--- src/rtl/tuning_word_controller.sv ---
// DDS tuning-word controller: six active-low buttons nudge the phase-accumulator
// step up or down by coarse/micro/nano amounts. Each button is synchronised and
// debounced. Holding a button auto-repeats. The result saturates at MIN/MAX.

// Per-button 2-flop synchroniser plus consecutive-cycle debounce filter.
module twc_debounce #(
  parameter int CYCLES = 500000
) (
  input  logic clk,
  input  logic reset,
  input  logic btn_n_i,
  output logic pressed_o
);
  localparam int CW = (CYCLES > 1) ? $clog2(CYCLES) : 1;
  localparam logic [CW-1:0] CNT_LAST = CW'(CYCLES - 1);

  logic [1:0]    sync_q;
  logic          level_q;   // accepted raw level, 1 = released
  logic [CW-1:0] cnt_q;

  // Synchronise, then flip the accepted level only after CYCLES straight cycles of disagreement
  always_ff @(posedge clk) begin
    if (reset) begin
      sync_q  <= 2'b11;
      level_q <= 1'b1;
      cnt_q   <= '0;
    end else begin
      sync_q <= {sync_q[0], btn_n_i};
      if (sync_q[1] == level_q) begin
        cnt_q <= '0;
      end else if (cnt_q == CNT_LAST) begin
        level_q <= sync_q[1];
        cnt_q   <= '0;
      end else begin
        cnt_q <= cnt_q + 1'b1;
      end
    end
  end

  assign pressed_o = ~level_q;
endmodule

module tuning_word_controller #(
  parameter int               WIDTH           = 32,
  parameter logic [WIDTH-1:0] RESET_WORD      = WIDTH'(171798),
  parameter logic [WIDTH-1:0] STEP_COARSE     = WIDTH'(858993),
  parameter logic [WIDTH-1:0] STEP_MICRO      = WIDTH'(85899),
  parameter logic [WIDTH-1:0] STEP_NANO       = WIDTH'(85),
  parameter logic [WIDTH-1:0] MIN_WORD        = '0,
  parameter logic [WIDTH-1:0] MAX_WORD        = {WIDTH{1'b1}},
  parameter int               DEBOUNCE_CYCLES = 500000,
  parameter int               REPEAT_DELAY    = 25000000,
  parameter int               REPEAT_PERIOD   = 5000000
) (
  input  logic             clk,
  input  logic             reset,
  input  logic             switch_add_n,
  input  logic             switch_sub_n,
  input  logic             switch_micro_add_n,
  input  logic             switch_micro_sub_n,
  input  logic             switch_nano_add_n,
  input  logic             switch_nano_sub_n,
  output logic [WIDTH-1:0] step,
  output logic             step_update,
  output logic             at_max,
  output logic             at_min
);
  localparam int NB   = 6;
  localparam int RMAX = (REPEAT_DELAY > REPEAT_PERIOD) ? REPEAT_DELAY : REPEAT_PERIOD;
  localparam int RW   = (RMAX > 1) ? $clog2(RMAX) : 1;
  localparam logic [RW-1:0] RD_LAST = RW'(REPEAT_DELAY - 1);
  localparam logic [RW-1:0] RP_LAST = RW'(REPEAT_PERIOD - 1);

  localparam logic [1:0] S_IDLE   = 2'd0;
  localparam logic [1:0] S_HOLD   = 2'd1;
  localparam logic [1:0] S_REPEAT = 2'd2;
  localparam logic [1:0] S_LOCK   = 2'd3;

  // Bit order: even bits add, odd bits subtract; pairs are coarse, micro, nano
  logic [NB-1:0] btn_n;
  logic [NB-1:0] pressed;

  assign btn_n = {switch_nano_sub_n, switch_nano_add_n, switch_micro_sub_n,
                  switch_micro_add_n, switch_sub_n, switch_add_n};

  for (genvar g = 0; g < NB; g++) begin : g_btn
    twc_debounce #(.CYCLES(DEBOUNCE_CYCLES)) u_db (
      .clk       (clk),
      .reset     (reset),
      .btn_n_i   (btn_n[g]),
      .pressed_o (pressed[g])
    );
  end

  logic [1:0]       state_q, state_d;
  logic [NB-1:0]    btn_q, btn_d;
  logic [RW-1:0]    rpt_q, rpt_d;
  logic [WIDTH-1:0] step_q, step_d;
  logic             upd_q, max_q, min_q;

  logic             apply_en;
  logic [NB-1:0]    apply_sel;
  logic             one_hot;

  assign one_hot = (pressed != '0) && ((pressed & (pressed - 6'd1)) == '0);

  // Button FSM: first step on press, delayed auto-repeat, lock-out on chords
  always_comb begin
    state_d   = state_q;
    btn_d     = btn_q;
    rpt_d     = rpt_q;
    apply_en  = 1'b0;
    apply_sel = btn_q;
    case (state_q)
      S_IDLE: begin
        if (one_hot) begin
          apply_en  = 1'b1;
          apply_sel = pressed;
          btn_d     = pressed;
          rpt_d     = '0;
          state_d   = S_HOLD;
        end else if (pressed != '0) begin
          state_d = S_LOCK;
        end
      end
      S_HOLD, S_REPEAT: begin
        if (pressed == '0) begin
          state_d = S_IDLE;
        end else if (pressed != btn_q) begin
          state_d = S_LOCK;
        end else if (rpt_q == ((state_q == S_HOLD) ? RD_LAST : RP_LAST)) begin
          apply_en = 1'b1;
          rpt_d    = '0;
          state_d  = S_REPEAT;
        end else begin
          rpt_d = rpt_q + 1'b1;
        end
      end
      S_LOCK: begin
        if (pressed == '0) state_d = S_IDLE;
      end
      default: state_d = S_IDLE;
    endcase
  end

  // Saturating add/subtract in WIDTH+1 bits so nothing ever wraps
  logic [WIDTH-1:0] amt;
  logic             is_add;
  logic [WIDTH:0]   sum, room;
  logic [WIDTH-1:0] new_word;

  always_comb begin
    amt = '0;
    if (|apply_sel[1:0]) amt = STEP_COARSE;
    if (|apply_sel[3:2]) amt = STEP_MICRO;
    if (|apply_sel[5:4]) amt = STEP_NANO;
    is_add = |(apply_sel & 6'b010101);
    sum    = {1'b0, step_q} + {1'b0, amt};
    room   = {1'b0, step_q} - {1'b0, MIN_WORD};
    if (is_add) begin
      new_word = (sum > {1'b0, MAX_WORD}) ? MAX_WORD : sum[WIDTH-1:0];
    end else begin
      new_word = (room < {1'b0, amt}) ? MIN_WORD : (step_q - amt);
    end
    step_d = apply_en ? new_word : step_q;
  end

  // State and output registers; flags are derived from the next step so they never lag it
  always_ff @(posedge clk) begin
    if (reset) begin
      state_q <= S_IDLE;
      btn_q   <= '0;
      rpt_q   <= '0;
      step_q  <= RESET_WORD;
      upd_q   <= 1'b0;
      max_q   <= (RESET_WORD == MAX_WORD);
      min_q   <= (RESET_WORD == MIN_WORD);
    end else begin
      state_q <= state_d;
      btn_q   <= btn_d;
      rpt_q   <= rpt_d;
      step_q  <= step_d;
      upd_q   <= apply_en && (new_word != step_q);
      max_q   <= (step_d == MAX_WORD);
      min_q   <= (step_d == MIN_WORD);
    end
  end

  assign step        = step_q;
  assign step_update = upd_q;
  assign at_max      = max_q;
  assign at_min      = min_q;
endmodule
--- config.mk ---
export PLATFORM = sky130hd
export DESIGN_NAME = tuning_word_controller
export DESIGN_NICKNAME = d
export VERILOG_FILES = /design/src/rtl/tuning_word_controller.sv
export SDC_FILE = /design/constraint.sdc
export NUM_CORES = 1
export LEC_CHECK = 0
export BUFFER_PORTS_ARGS = -buffer_cell sky130_fd_sc_hd__buf_2
export CELL_PAD_IN_SITES_DETAIL_PLACEMENT = 1
export CELL_PAD_IN_SITES_GLOBAL_PLACEMENT = 1
export CORE_MARGIN = 8
export CORE_UTILIZATION = 49
export CTS_BUF_LIST = sky130_fd_sc_hd__clkbuf_8
export DETAILED_ROUTE_END_ITERATION = 6
export PLACE_DENSITY_LB_ADDON = 0.25
export SLEW_MARGIN = 10
export SYNTH_ARGS = -nofsm -noshare
export SYNTH_HDL_FRONTEND = slang
export SYNTH_SLANG_ARGS = --single-unit
--- constraint.sdc ---
create_clock -name clk -period 7.5 [get_ports clk]
set_input_delay 0.75 -clock clk [delete_from_list [all_inputs] [get_ports clk]]
set_output_delay 0.75 -clock clk [all_outputs]
set_load 0.02 [all_outputs]
# --- After elaboration in Yosys (flattened, before gate mapping) ---
# Index checks and enable logic that the tools add are counted.
word_totals:
  ff_bits: 200
  memories: 0
  in_bits: 8
  ramBits: 0
  latch_bits: 0
  mem_bits_ro: 0
classes:
  muxes: 27
  n_bitwise: 13
  reduce_logical: 27
  n_mul: 0
  magnitude_cmp: 2
  n_eq_ne: 25
  addsub: 10
  n_div: 0
  shift: 0
op_table:
  columns: ["cell", "n"]
  rows:
  - ["32-bit 2-to-1 mux", 6]
  - ["25-bit 2-to-1 mux", 5]
  - ["19-bit by 1-bit adder with 19-bit output, second input constant", 6]
  - ["19-bit == test, second input constant", 6]
  - ["25-bit case mux with 2 select lines", 1]
  - ["32-bit by 32-bit adder with 33-bit output", 1]
  - ["33-bit by 32-bit > comparator with 1-bit output, second input constant", 1]
  - ["32-bit == test, second input constant", 1]
  - ["32-bit zero test", 1]
  - ["32-bit < comparator", 1]
  - ["32-bit inequality test", 1]
  - ["32-bit subtractor", 1]
  - ["25-bit by 1-bit adder with 25-bit output, second input constant", 1]
  - ["25-bit == test", 1]
  - ["3-bit OR reduction", 7]
  - ["20-bit 2-to-1 mux", 1]
  - ["6-bit zero test", 2]
  - ["2-bit 2-to-1 mux", 6]
  - ["6-bit 2-to-1 mux", 2]
  - ["1-bit inverter", 12]
  - ["2-bit AND reduction", 6]
  - ["2-bit inequality test, second input constant", 4]
  - ["2-bit OR reduction", 4]
  - ["6-bit AND", 1]
  - ["16 further kinds", 26]

# --- Longest topological paths before layout ---
# Gate-level depths: netlist of the first run.
depth:
  word_depth: 17
  ltp_mapped: 25
  ltp_nobuf: 23

# --- Modules after synthesis ---
# Synthesis of the first run repeated with hierarchy kept, for this count alone.
hier_totals:
  cells_unflattened: 1727
  hier_area_um2: 13888.3
by_module_without_submodules:
  columns: ["mod", "area_each_um2", "cells_per_inst", "seq_area_each_um2", "n_inst"]
  rows:
  - ["tuning_word_controller", 7571.0, 1059, 1361.3, 1]
  - ["twc_debounce (g_btn[0].u_db ...)", 1054.8, 111, 440.4, 5]
  - ["twc_debounce (g_btn[5].u_db)", 1043.5, 113, 440.4, 1]

# --- Least setup slack after synthesis of the first run ---
# OpenSTA, ideal clock, no wires.
synth_timing:
  kind: "register to register"
  start: "reg g_btn[2].u_db.level_q"
  end: "reg max_q, in the netlist at_max"
  period_less_slack_ps: 5601
  path_buffers: 4
  arrival_time_ps: 5513
  required_ps: 7412
  path_stages_with_launch: 24
  setup_time_ps: 88
  path_slack_ps: 1899
  cell_sequence: "dfxtp_1 > buf_6 > xor2_1 > a211o_1 > a31o_4 > nand2_1 > nand2_1 > o21a_1 > o21ai_0 > ha_1 > buf_2 > nor2b_1 > buf_2 > nand2_1 > o221a_2 > or3_1 > buf_2 > nor4_4 > nor2_2 > a41oi_1 > o21ai_0 > or4b_1 > or4b_1 > nor4_2"
synth_via:
  elab_chain_cells: 17
  word_cells_on_any_way: 30
  cone_classes: "3 x add/sub; 2 x order compare; 2 x eq/ne; 13 x mux; 2 x bitwise; 8 x reduce/logical"
synth_lines:
  columns: ["item", "line_no", "source"]
  rows:
  - ["start, declared", "18", "logic level_q;"]
  - ["start signal, assigned", "32", "level_q <= sync_q[1];"]
  - ["1-bit inverter (*)", "40", "assign pressed_o = ~level_q;"]
  - ["6-bit by 1-bit subtractor with 6-bit output", "105", "assign one_hot = (pressed != '0) && ((pressed & (pressed - 6'd1)) == '0);"]
  - ["6-bit AND", "105", null]
  - ["6-bit zero test", "105", null]
  - ["1-bit logical AND", "105", null]
  - ["6-bit 2-to-1 mux", null, null]
  - ["6-bit 2-to-1 mux", "114", "case (state_q)"]
  - ["2-bit OR reduction", "154", "if (|apply_sel[1:0]) amt = STEP_COARSE;"]
  - ["20-bit 2-to-1 mux", "154", null]
  - ["32-bit 2-to-1 mux", "155", "if (|apply_sel[3:2]) amt = STEP_MICRO;"]
  - ["32-bit 2-to-1 mux", "156", "if (|apply_sel[5:4]) amt = STEP_NANO;"]
  - ["32-bit by 32-bit adder with 33-bit output", "158", "sum = {1'b0, step_q} + {1'b0, amt};"]
  - ["33-bit by 32-bit > comparator with 1-bit output", "161", "new_word = (sum > {1'b0, MAX_WORD}) ? MAX_WORD : sum[WIDTH-1:0];"]
  - ["32-bit 2-to-1 mux", "161", null]
  - ["32-bit 2-to-1 mux", "160", "if (is_add) begin"]
  - ["32-bit 2-to-1 mux (*)", "165", "step_d = apply_en ? new_word : step_q;"]
  - ["32-bit == test (*)", "184", "max_q <= (step_d == MAX_WORD);"]
  - ["end signal, assigned", "176", "max_q <= (RESET_WORD == MAX_WORD);"]
  - ["end signal, assigned", "184", null]
  - ["end, declared", "99", "logic upd_q, max_q, min_q;"]
# Mark *: on every way between the ends. The rest lies on a longest branch, timed or not.
# A chain may end at the register's enable or synchronous reset.

# --- Worst setup path in the final report of the first run ---
layout_timing:
  start: "reg g_btn[3].u_db.level_q"
  end: "reg max_q, in the netlist at_max"
layout_via:
  elab_chain_cells: 17
  word_cells_on_any_way: 30
  cone_classes: "3 x add/sub; 2 x order compare; 2 x eq/ne; 13 x mux; 2 x bitwise; 8 x reduce/logical"
layout_lines:
  columns: ["item", "line_no"]
  rows:
  - ["start, declared", "18"]
  - ["start signal, assigned", "32"]
  - ["1-bit inverter (*)", "40"]
  - ["6-bit by 1-bit subtractor with 6-bit output", "105"]
  - ["6-bit AND", "105"]
  - ["6-bit zero test", "105"]
  - ["1-bit logical AND", "105"]
  - ["6-bit 2-to-1 mux", null]
  - ["6-bit 2-to-1 mux", "114"]
  - ["2-bit OR reduction", "154"]
  - ["20-bit 2-to-1 mux", "154"]
  - ["32-bit 2-to-1 mux", "155"]
  - ["32-bit 2-to-1 mux", "156"]
  - ["32-bit by 32-bit adder with 33-bit output", "158"]
  - ["33-bit by 32-bit > comparator with 1-bit output", "161"]
  - ["32-bit 2-to-1 mux", "161"]
  - ["32-bit 2-to-1 mux", "160"]
  - ["32-bit 2-to-1 mux (*)", "165"]
  - ["32-bit == test (*)", "184"]
# Marks and branches as above.

==> qor_table.md, run 1 <==
| Parameter | Value | Unit |
| --- | --- | --- |
| Status | finished clean | - |
| Unrepaired setup endpoints after global routing | false | - |
| Antenna violations before repair | 0 | - |
| CTS clock-pin slew for the worst setup and hold paths | 0.15 | ns |
| Largest area contributor in the netlist | sky130_fd_sc_hd__dfxtp_1 | - |
| Pre-CTS worst setup slack | 0.725 | ns |
| Number of flops mapped to enable cells by yosys | 0 | - |
| Part of the cycle the worst path needs | 0.943 | - |
| Top FF cell, synth | sky130_fd_sc_hd__dfxtp_1 | - |
| Final Util | 0.538 | - |
| CTS sink count | 200 | - |
| Number of buffers created by CTS | 17 | - |
| Worst relative slew slack | 0.372 | - |
| Num rows | 59 | - |
| Hold Worst Slack | 0.432 | ns |
| Number of post-CTS setup repair buffers | 0 | - |
| Final max-slew violation count | 0 | - |
| Port Buf Inserts | 42 | - |
| Syn Area/Cell | 7.70 | µm² |
| Floorplan die area | 0.0321 | mm² |
| Area share of the leading cell type in the synthesized netlist | 0.307 | - |
| Hold Crit Class | reg -> reg | - |
| Crit path DAT | 7.49 | ns |
| Fill cell count | 3,299 | - |
| Number of warnings printed during yosys synthesis | 0 | - |
| Number of register bits inferred by synthesis | 200 | - |
| Leakage Power | 0.00510 | µW |
| Die boundary height | 179 | µm |
| Instance count of the mapped netlist | 1,696 | - |
| Horizontal extent of the die | 179 | µm |
| Layout Nets | 1,769 | - |
| Clock latency at the later pin of the worst-skew pair | 0.49 | ns |
| Register area share after synthesis | 0.307 | - |
| Cell chosen for the clock root | sky130_fd_sc_hd__clkbuf_8 | - |
| Data required, critical path | 7.92 | ns |
| Post-route cell area | 0.0141 | mm² |
| Number of H-tree levels | 4 | - |
| Max-cap check violation count | 0 | - |
| WL final | 45,200 | µm |
| Starting utilization of the core area | 0.499 | - |
| Max Clock Freq | 0.141 | GHz |
| Power density of the placed cells | 144 | mW/mm² |
| Setup TNS after final layout | 0 | ns |
| Critical path capture point type | register | - |
| Final setup violating endpoints | 0 | - |
| Number of hold buffers added after CTS | 0 | - |
| Final hold violations | 0 | - |
| Most used standard cell by instance count after synthesis | sky130_fd_sc_hd__nor2_1 | - |
| Count of unique library cells instantiated by Yosys | 92 | - |
| Final worst slack | 0.430 | ns |
| DRT antenna net count | 0 | - |
| Post-route clock skew | 0.0387 | ns |
| Peak ir drop on the vdd network | 0.129 | mV |
| Buffer depth of the longest clock path | 2 | - |
| Synth area leaders | sky130_fd_sc_hd__dfxtp_1, sky130_fd_sc_hd__nor2_1, sky130_fd_sc_hd__xor2_1 | - |
| Fraction of final layout cells with drive strength greater than 1 | 0.0933 | - |
| Synthesis-to-layout area growth | 7.76 | % |
| Resize count post-CTS | 0 | - |
| Count of routing violations after the opening detailed-route iteration | 934 | - |
| Area of the mapped netlist | 0.0131 | mm² |
| Number of I/O pins | 43 | - |
| Via total after detailed routing | 13.2k | - |
| Crit path kind | reg -> reg | - |
| Syn nets | 1,752 | - |
| Share of synthesized registers carrying an async set or reset | 0 | - |
| Average wire per standard cell | 21.9 | µm |
| First-pass iteration count of the detailed router | 7 | - |
| TritonCTS clock tree | done | - |
| Placeable core area | 0.0261 | mm² |
| Largest fanout on the critical path | 15 | - |
| Grt ovf | 0 | - |
| Vias in the first global route | 13.3k | - |
| Most instantiated cells after synthesis | sky130_fd_sc_hd__nor2_1, sky130_fd_sc_hd__dfxtp_1, sky130_fd_sc_hd__nand2_1 | - |
| Area post-placement | 0.0136 | mm² |
| Antenna cells | 0 | - |
| Measured slew at the worst slew-check pin | 0.933 | ns |
| Final estimated routing congestion in global placement | 1.01 | - |
| First-pass GRT wire length | 72,500 | µm |
| Total Routing Usage GR | 0.283 | - |
| Sum of net half-perimeters after detailed placement | 33,100 | µm |
| Time the worst path needs with I/O delays and setup | 7.07 | ns |
| Via density per instance | 6.39 | - |
| Sort of element at the start of the critical path | register | - |
| DRC Markers | 0 | - |
| Pin count of the biggest net entering global routing | 48 | - |
registers in the layout, summed over array words and instances, names as in the netlist:
register	cells
btn_q	6
at_max	1
at_min	1
state_q	2
rpt_q	25
step	32
g_btn.u_db.sync_q	12
g_btn.u_db.level_q	6
step_update	1
g_btn.u_db.cnt_q	114
worst max-delay path, stage by stage, from the launching register on:
cell and delay [ns]:
sky130_fd_sc_hd__dfxtp_1 0.64, sky130_fd_sc_hd__and4b_1 0.25, sky130_fd_sc_hd__a211o_1 0.29, sky130_fd_sc_hd__a31o_4 0.29, sky130_fd_sc_hd__nand2_1 0.17, sky130_fd_sc_hd__nand2_1 0.07
sky130_fd_sc_hd__o21ai_0 0.18, sky130_fd_sc_hd__inv_1 0.13, sky130_fd_sc_hd__nor2_1 0.16, sky130_fd_sc_hd__nand2_1 0.25, sky130_fd_sc_hd__ha_1 0.60, sky130_fd_sc_hd__a211oi_1 0.41
sky130_fd_sc_hd__and2_1 0.18, sky130_fd_sc_hd__nand4_1 0.31, sky130_fd_sc_hd__a31oi_1 0.59, sky130_fd_sc_hd__nand2_1 0.39, sky130_fd_sc_hd__or3_1 0.44, sky130_fd_sc_hd__a21oi_1 0.15
sky130_fd_sc_hd__o32ai_1 0.09, sky130_fd_sc_hd__a41oi_1 0.37, sky130_fd_sc_hd__nand4_1 0.14, sky130_fd_sc_hd__or4b_1 0.57, sky130_fd_sc_hd__nor4_2 0.30
per-layer routing:
layer / track usage / up-vias / wire [µm]
met4: 0.117 / 0 / 1610
met2: 0.456 / 511 / 20700
met1: 0.365 / 6438 / 19700
li1: - / 6105 / -
met5: 0 / - / 0
met3: 0.0573 / 107 / 3260
cell usage in the layout (no fill, tap or decap), types with 6 or more instances in the layout:
master / count
sky130_fd_sc_hd__nor2_1: 267
sky130_fd_sc_hd__dfxtp_1: 200
sky130_fd_sc_hd__nand2_1: 154
sky130_fd_sc_hd__xor2_1: 90
sky130_fd_sc_hd__nand3_1: 76
sky130_fd_sc_hd__a21oi_1: 74
sky130_fd_sc_hd__o21ai_0: 70
sky130_fd_sc_hd__xnor2_1: 62
sky130_fd_sc_hd__nor3_1: 50
sky130_fd_sc_hd__ha_1: 46
sky130_fd_sc_hd__inv_1: 43
sky130_fd_sc_hd__buf_2: 42
sky130_fd_sc_hd__and3_1: 40
sky130_fd_sc_hd__buf_4: 35
sky130_fd_sc_hd__nand4_1: 34
sky130_fd_sc_hd__or3_1: 30
sky130_fd_sc_hd__nor2b_1: 22
sky130_fd_sc_hd__nor4_1: 22
sky130_fd_sc_hd__or2_2: 22
sky130_fd_sc_hd__a21o_1: 18
sky130_fd_sc_hd__o31ai_1: 18
sky130_fd_sc_hd__nand2b_1: 18
sky130_fd_sc_hd__clkbuf_8: 17
sky130_fd_sc_hd__a211o_1: 16
sky130_fd_sc_hd__a211oi_1: 14
sky130_fd_sc_hd__and2_1: 12
sky130_fd_sc_hd__o21a_1: 12
sky130_fd_sc_hd__o211ai_1: 12
sky130_fd_sc_hd__a31oi_1: 10
sky130_fd_sc_hd__o31a_1: 8
sky130_fd_sc_hd__or4_1: 8
sky130_fd_sc_hd__o2111ai_1: 8
sky130_fd_sc_hd__o22ai_1: 8
sky130_fd_sc_hd__a2111oi_0: 8
sky130_fd_sc_hd__nor4b_1: 7
sky130_fd_sc_hd__o311a_1: 7
sky130_fd_sc_hd__nor3b_1: 6
sky130_fd_sc_hd__and4_1: 6
sky130_fd_sc_hd__nand4b_1: 6
sky130_fd_sc_hd__a22o_1: 6
power by group:
part	internal [µW]	leakage [µW]	switching (µW)
clock network	276	0.000222	507
logic	49.0	0.00326	105
registers	1070	0.00161	10.2
kinds of logic (layout without fill, tap and decap cells):
logic type / after synthesis / count (layout) / synth area share
adder cells (fa/ha/maj): 48 / 48 / 0.0472
flip-flops: 200 / 200 / 0.307
XOR/XNOR: 152 / 152 / 0.102
AO/OA/AOI/OAI: 368 / 368 / 0.200
multiplexers: 5 / 5 / 0.00403
AND/OR/NAND/NOR: 801 / 801 / 0.302
buffers and inverters: 122 / 152 / 0.0381
path summary, 6_finish.rpt:
| path | from | end | slack (ns) | cells past startpoint |
|---|---|---|---|---|
| worst max-delay path | g_btn[3].u_db.level_q$_SDFFE_PP1P_ | at_max$_SDFF_PP0_ | 0.43 | 22 |
| worst min-delay path | g_btn[2].u_db.sync_q[0]$_SDFF_PP1_ | g_btn[2].u_db.sync_q[1]$_SDFF_PP1_ | 0.43 | 1 |
| worst max register to register | g_btn[3].u_db.level_q$_SDFFE_PP1P_ | at_max$_SDFF_PP0_ | 0.43 | 22 |
| worst min register to register | g_btn[2].u_db.sync_q[0]$_SDFF_PP1_ | g_btn[2].u_db.sync_q[1]$_SDFF_PP1_ | 0.43 | 1 |
cell type report:
type,count,area [µm²],area share
inverter,43,161,0.0115
clock buffer,17,234,0.0166
sequential,200,4000,0.285
clock inverter,15,215,0.0153
tap,335,419,0.0298
timing repair buffer,77,473,0.0336
multi-input combinational,1374,8560,0.608
per-stage QoR:
stage | total power (µW) | std cells
global route | 2100 | 2061
detailed placement | 1260 | 2029
CTS | 2040 | 2061
global placement | 1250 | 2029
floorplan | 1220 | 1696
finish | 2020 | 2061
(Power assumes the default switching activity.)
==> inputs of run 2 (changes only) <==
==> constraint.sdc (replaced) <==
create_clock -name clk -period 7.5 [get_ports clk]
set_input_delay 1.5 -clock clk [delete_from_list [all_inputs] [get_ports clk]]
set_output_delay 1.5 -clock clk [all_outputs]
set_load 0.02 [all_outputs]
==> run 2 against run 1 <==
Die area unchanged; power decreased by 1.2%; clock skew is 0.0063 ns higher; critical endpoint unchanged; design area shrank 0.26%; via count shrank 1.1%; critical path type unchanged; sequential share of layout area up 0.074 points; wire length is 1.6% lower.
==> qor_table.md, run 2 (same netlist as run 1, synthesis figures left out) <==
| Parameter | Value | Unit |
| --- | --- | --- |
| Cell depth of the worst setup path | 22 | - |
| Floorplan die area | 0.0321 | mm² |
| Number of I/O pins | 43 | - |
| Crit path kind | reg -> reg | - |
| Unrepaired setup endpoints after global routing | false | - |
| CTS clock-pin slew for the worst setup and hold paths | 0.13 | ns |
| Vias in the first global route | 13.2k | - |
| Peak ir drop on the vdd network | 0.114 | mV |
| Average wire per standard cell | 21.6 | µm |
| Critical path capture point type | register | - |
| Starting utilization of the core area | 0.499 | - |
| Number of buffers and inverters on the critical path | 1 | - |
| Count of cells along the worst hold path | 1 | - |
| Ordered cell list for the critical path | and4b_1, a211o_1, a31o_4, nand2_1, nand2_1, o21ai_0, inv_1, nor2_1, nand2_1, ha_1, a211oi_1, and2_1, nand4_1, a31oi_1, nand2_1, or3_1, a21oi_1, o32ai_1, a41oi_1, nand4_1, or4b_1, nor4_2 | - |
| Fraction of final layout cells with drive strength greater than 1 | 0.0922 | - |
| Hold Worst Slack | 0.424 | ns |
| Part of the cycle the worst path needs | 0.950 | - |
| Pin count of the biggest net entering global routing | 48 | - |
| Antenna violations before repair | 0 | - |
| Number of H-tree levels | 4 | - |
| Leakage Power | 0.00508 | µW |
| Slowest cell on the critical path | sky130_fd_sc_hd__dfxtp_1 | - |
| Reg-to-Reg End | at_max$_SDFF_PP0_ | - |
| Worst-case reg-to-reg path depth | 22 | - |
| Hold Crit Class | reg -> reg | - |
| Number of hold buffers added after CTS | 0 | - |
| Largest fanout on the critical path | 15 | - |
| Stage delay of the slowest cell on the critical path | 0.65 | ns |
| Synthesis-to-layout area growth | 7.48 | % |
| WL final | 44,500 | µm |
| Final max-slew violation count | 0 | - |
| Total Routing Usage GR | 0.278 | - |
| Resize count post-CTS | 0 | - |
| Die boundary height | 179 | µm |
| Startpoint of the lowest-slack hold path | g_btn[5].u_db.sync_q[0]$_SDFF_PP1_ | - |
| Most prevalent standard cell on the critical path | sky130_fd_sc_hd__nand2_1 | - |
| DRT antenna net count | 0 | - |
| Sort of element at the start of the critical path | register | - |
| Num rows | 59 | - |
| Placeable core area | 0.0261 | mm² |
| First-pass iteration count of the detailed router | 5 | - |
| Biggest register | g_btn.u_db.cnt_q | - |
| Buffer depth of the longest clock path | 2 | - |
| Count of routing violations after the opening detailed-route iteration | 1,312 | - |
| Power density of the placed cells | 142 | mW/mm² |
| Clock latency at the later pin of the worst-skew pair | 0.50 | ns |
| Final hold violations | 0 | - |
| Pre-CTS worst setup slack | 0.620 | ns |
| Max FFs per register | 114 | - |
| Crit path DAT | 7.53 | ns |
| Setup TNS after final layout | 0 | ns |
| Max Clock Freq | 0.140 | GHz |
| Destination of the worst hold path | g_btn[5].u_db.sync_q[1]$_SDFF_PP1_ | - |
| Max-cap check violation count | 0 | - |
| Data required, critical path | 7.90 | ns |
| Status | finished clean | - |
| CTS sink count | 200 | - |
| Worst relative slew slack | 0.379 | - |
| Antenna cells | 0 | - |
| Time the worst path needs with I/O delays and setup | 7.12 | ns |
| Area post-placement | 0.0136 | mm² |
| Final worst slack | 0.376 | ns |
| Start of the worst register-to-register path | g_btn[3].u_db.level_q$_SDFFE_PP1P_ | - |
| First-pass GRT wire length | 71,300 | µm |
| Post-route clock skew | 0.0450 | ns |
| Sum of net half-perimeters after detailed placement | 32,900 | µm |
| Layout Nets | 1,767 | - |
| Grt ovf | 0 | - |
| Via density per instance | 6.32 | - |
| Start point of the critical path | g_btn[3].u_db.level_q$_SDFFE_PP1P_ | - |
| Measured slew at the worst slew-check pin | 0.924 | ns |
| Most frequent standard cell in the layout excluding fill and tap cells | sky130_fd_sc_hd__nor2_1 | - |
| Cell chosen for the clock root | sky130_fd_sc_hd__clkbuf_8 | - |
| Via total after detailed routing | 13.0k | - |
| Final estimated routing congestion in global placement | 0.999 | - |
| Port Buf Inserts | 42 | - |
| Final setup violating endpoints | 0 | - |
| Horizontal extent of the die | 179 | µm |
| Reg-to-reg setup timing slack | 0.38 | ns |
| DRC Markers | 0 | - |
| Number of post-CTS setup repair buffers | 0 | - |
| TritonCTS clock tree | done | - |
| Commonest cells after routing, fill and taps aside | sky130_fd_sc_hd__nor2_1, sky130_fd_sc_hd__dfxtp_1, sky130_fd_sc_hd__nand2_1, sky130_fd_sc_hd__xor2_1, sky130_fd_sc_hd__nand3_1 | - |
| Post-route cell area | 0.0140 | mm² |
| Top delay family on crit path | simple AND/OR/NAND/NOR gates | - |
| Number of buffers created by CTS | 17 | - |
[run 2: per-stage QoR]
step	util	cells	power (µW)
after floorplan	-	1696	1220
after global placement	0.520	2027	1250
after detailed placement	0.520	2027	1260
after CTS	0.537	2059	2010
after global routing	0.537	2059	2080
final	0.537	2059	2000
[run 2: power breakdown]
group | total (µW) | internal (µW) | switching (µW)
clock network | 752 | 274 | 478
registers | 1080 | 1070 | 10.6
logic | 161 | 49.2 | 112
total | 2000 | 1400 | 601
[run 2: how the worst max path moves through the flow]
stage	end	slack (ns)
final	at_max$_SDFF_PP0_	0.38
after global routing	at_max$_SDFF_PP0_	0.02
after CTS	at_max$_SDFF_PP0_	0.56
after floorplan	at_max$_SDFF_PP0_	1.90
after global placement	at_max$_SDFF_PP0_	0.78
after detailed placement	at_max$_SDFF_PP0_	0.62
[run 2: routing by layer]
| metal | vias to the layer above | wire, µm | global-route usage |
|---|---|---|---|
| met2 | 466 | 20600 | 0.453 |
| met1 | 6369 | 19600 | 0.363 |
| met3 | 94 | 3090 | 0.0512 |
| met5 | - | 0 | 0 |
| li1 | 6093 | - | - |
| met4 | 0 | 1230 | 0.0979 |
[run 2: area by class of cell]
cell class	count	area, µm²
flip-flops and latches	200	4000
clock buffers	18	248
repair buffers	75	458
multi-input cells	1374	8560
clock inverters	14	180
fillers	3288	12100
inverters	43	161
well taps	335	419
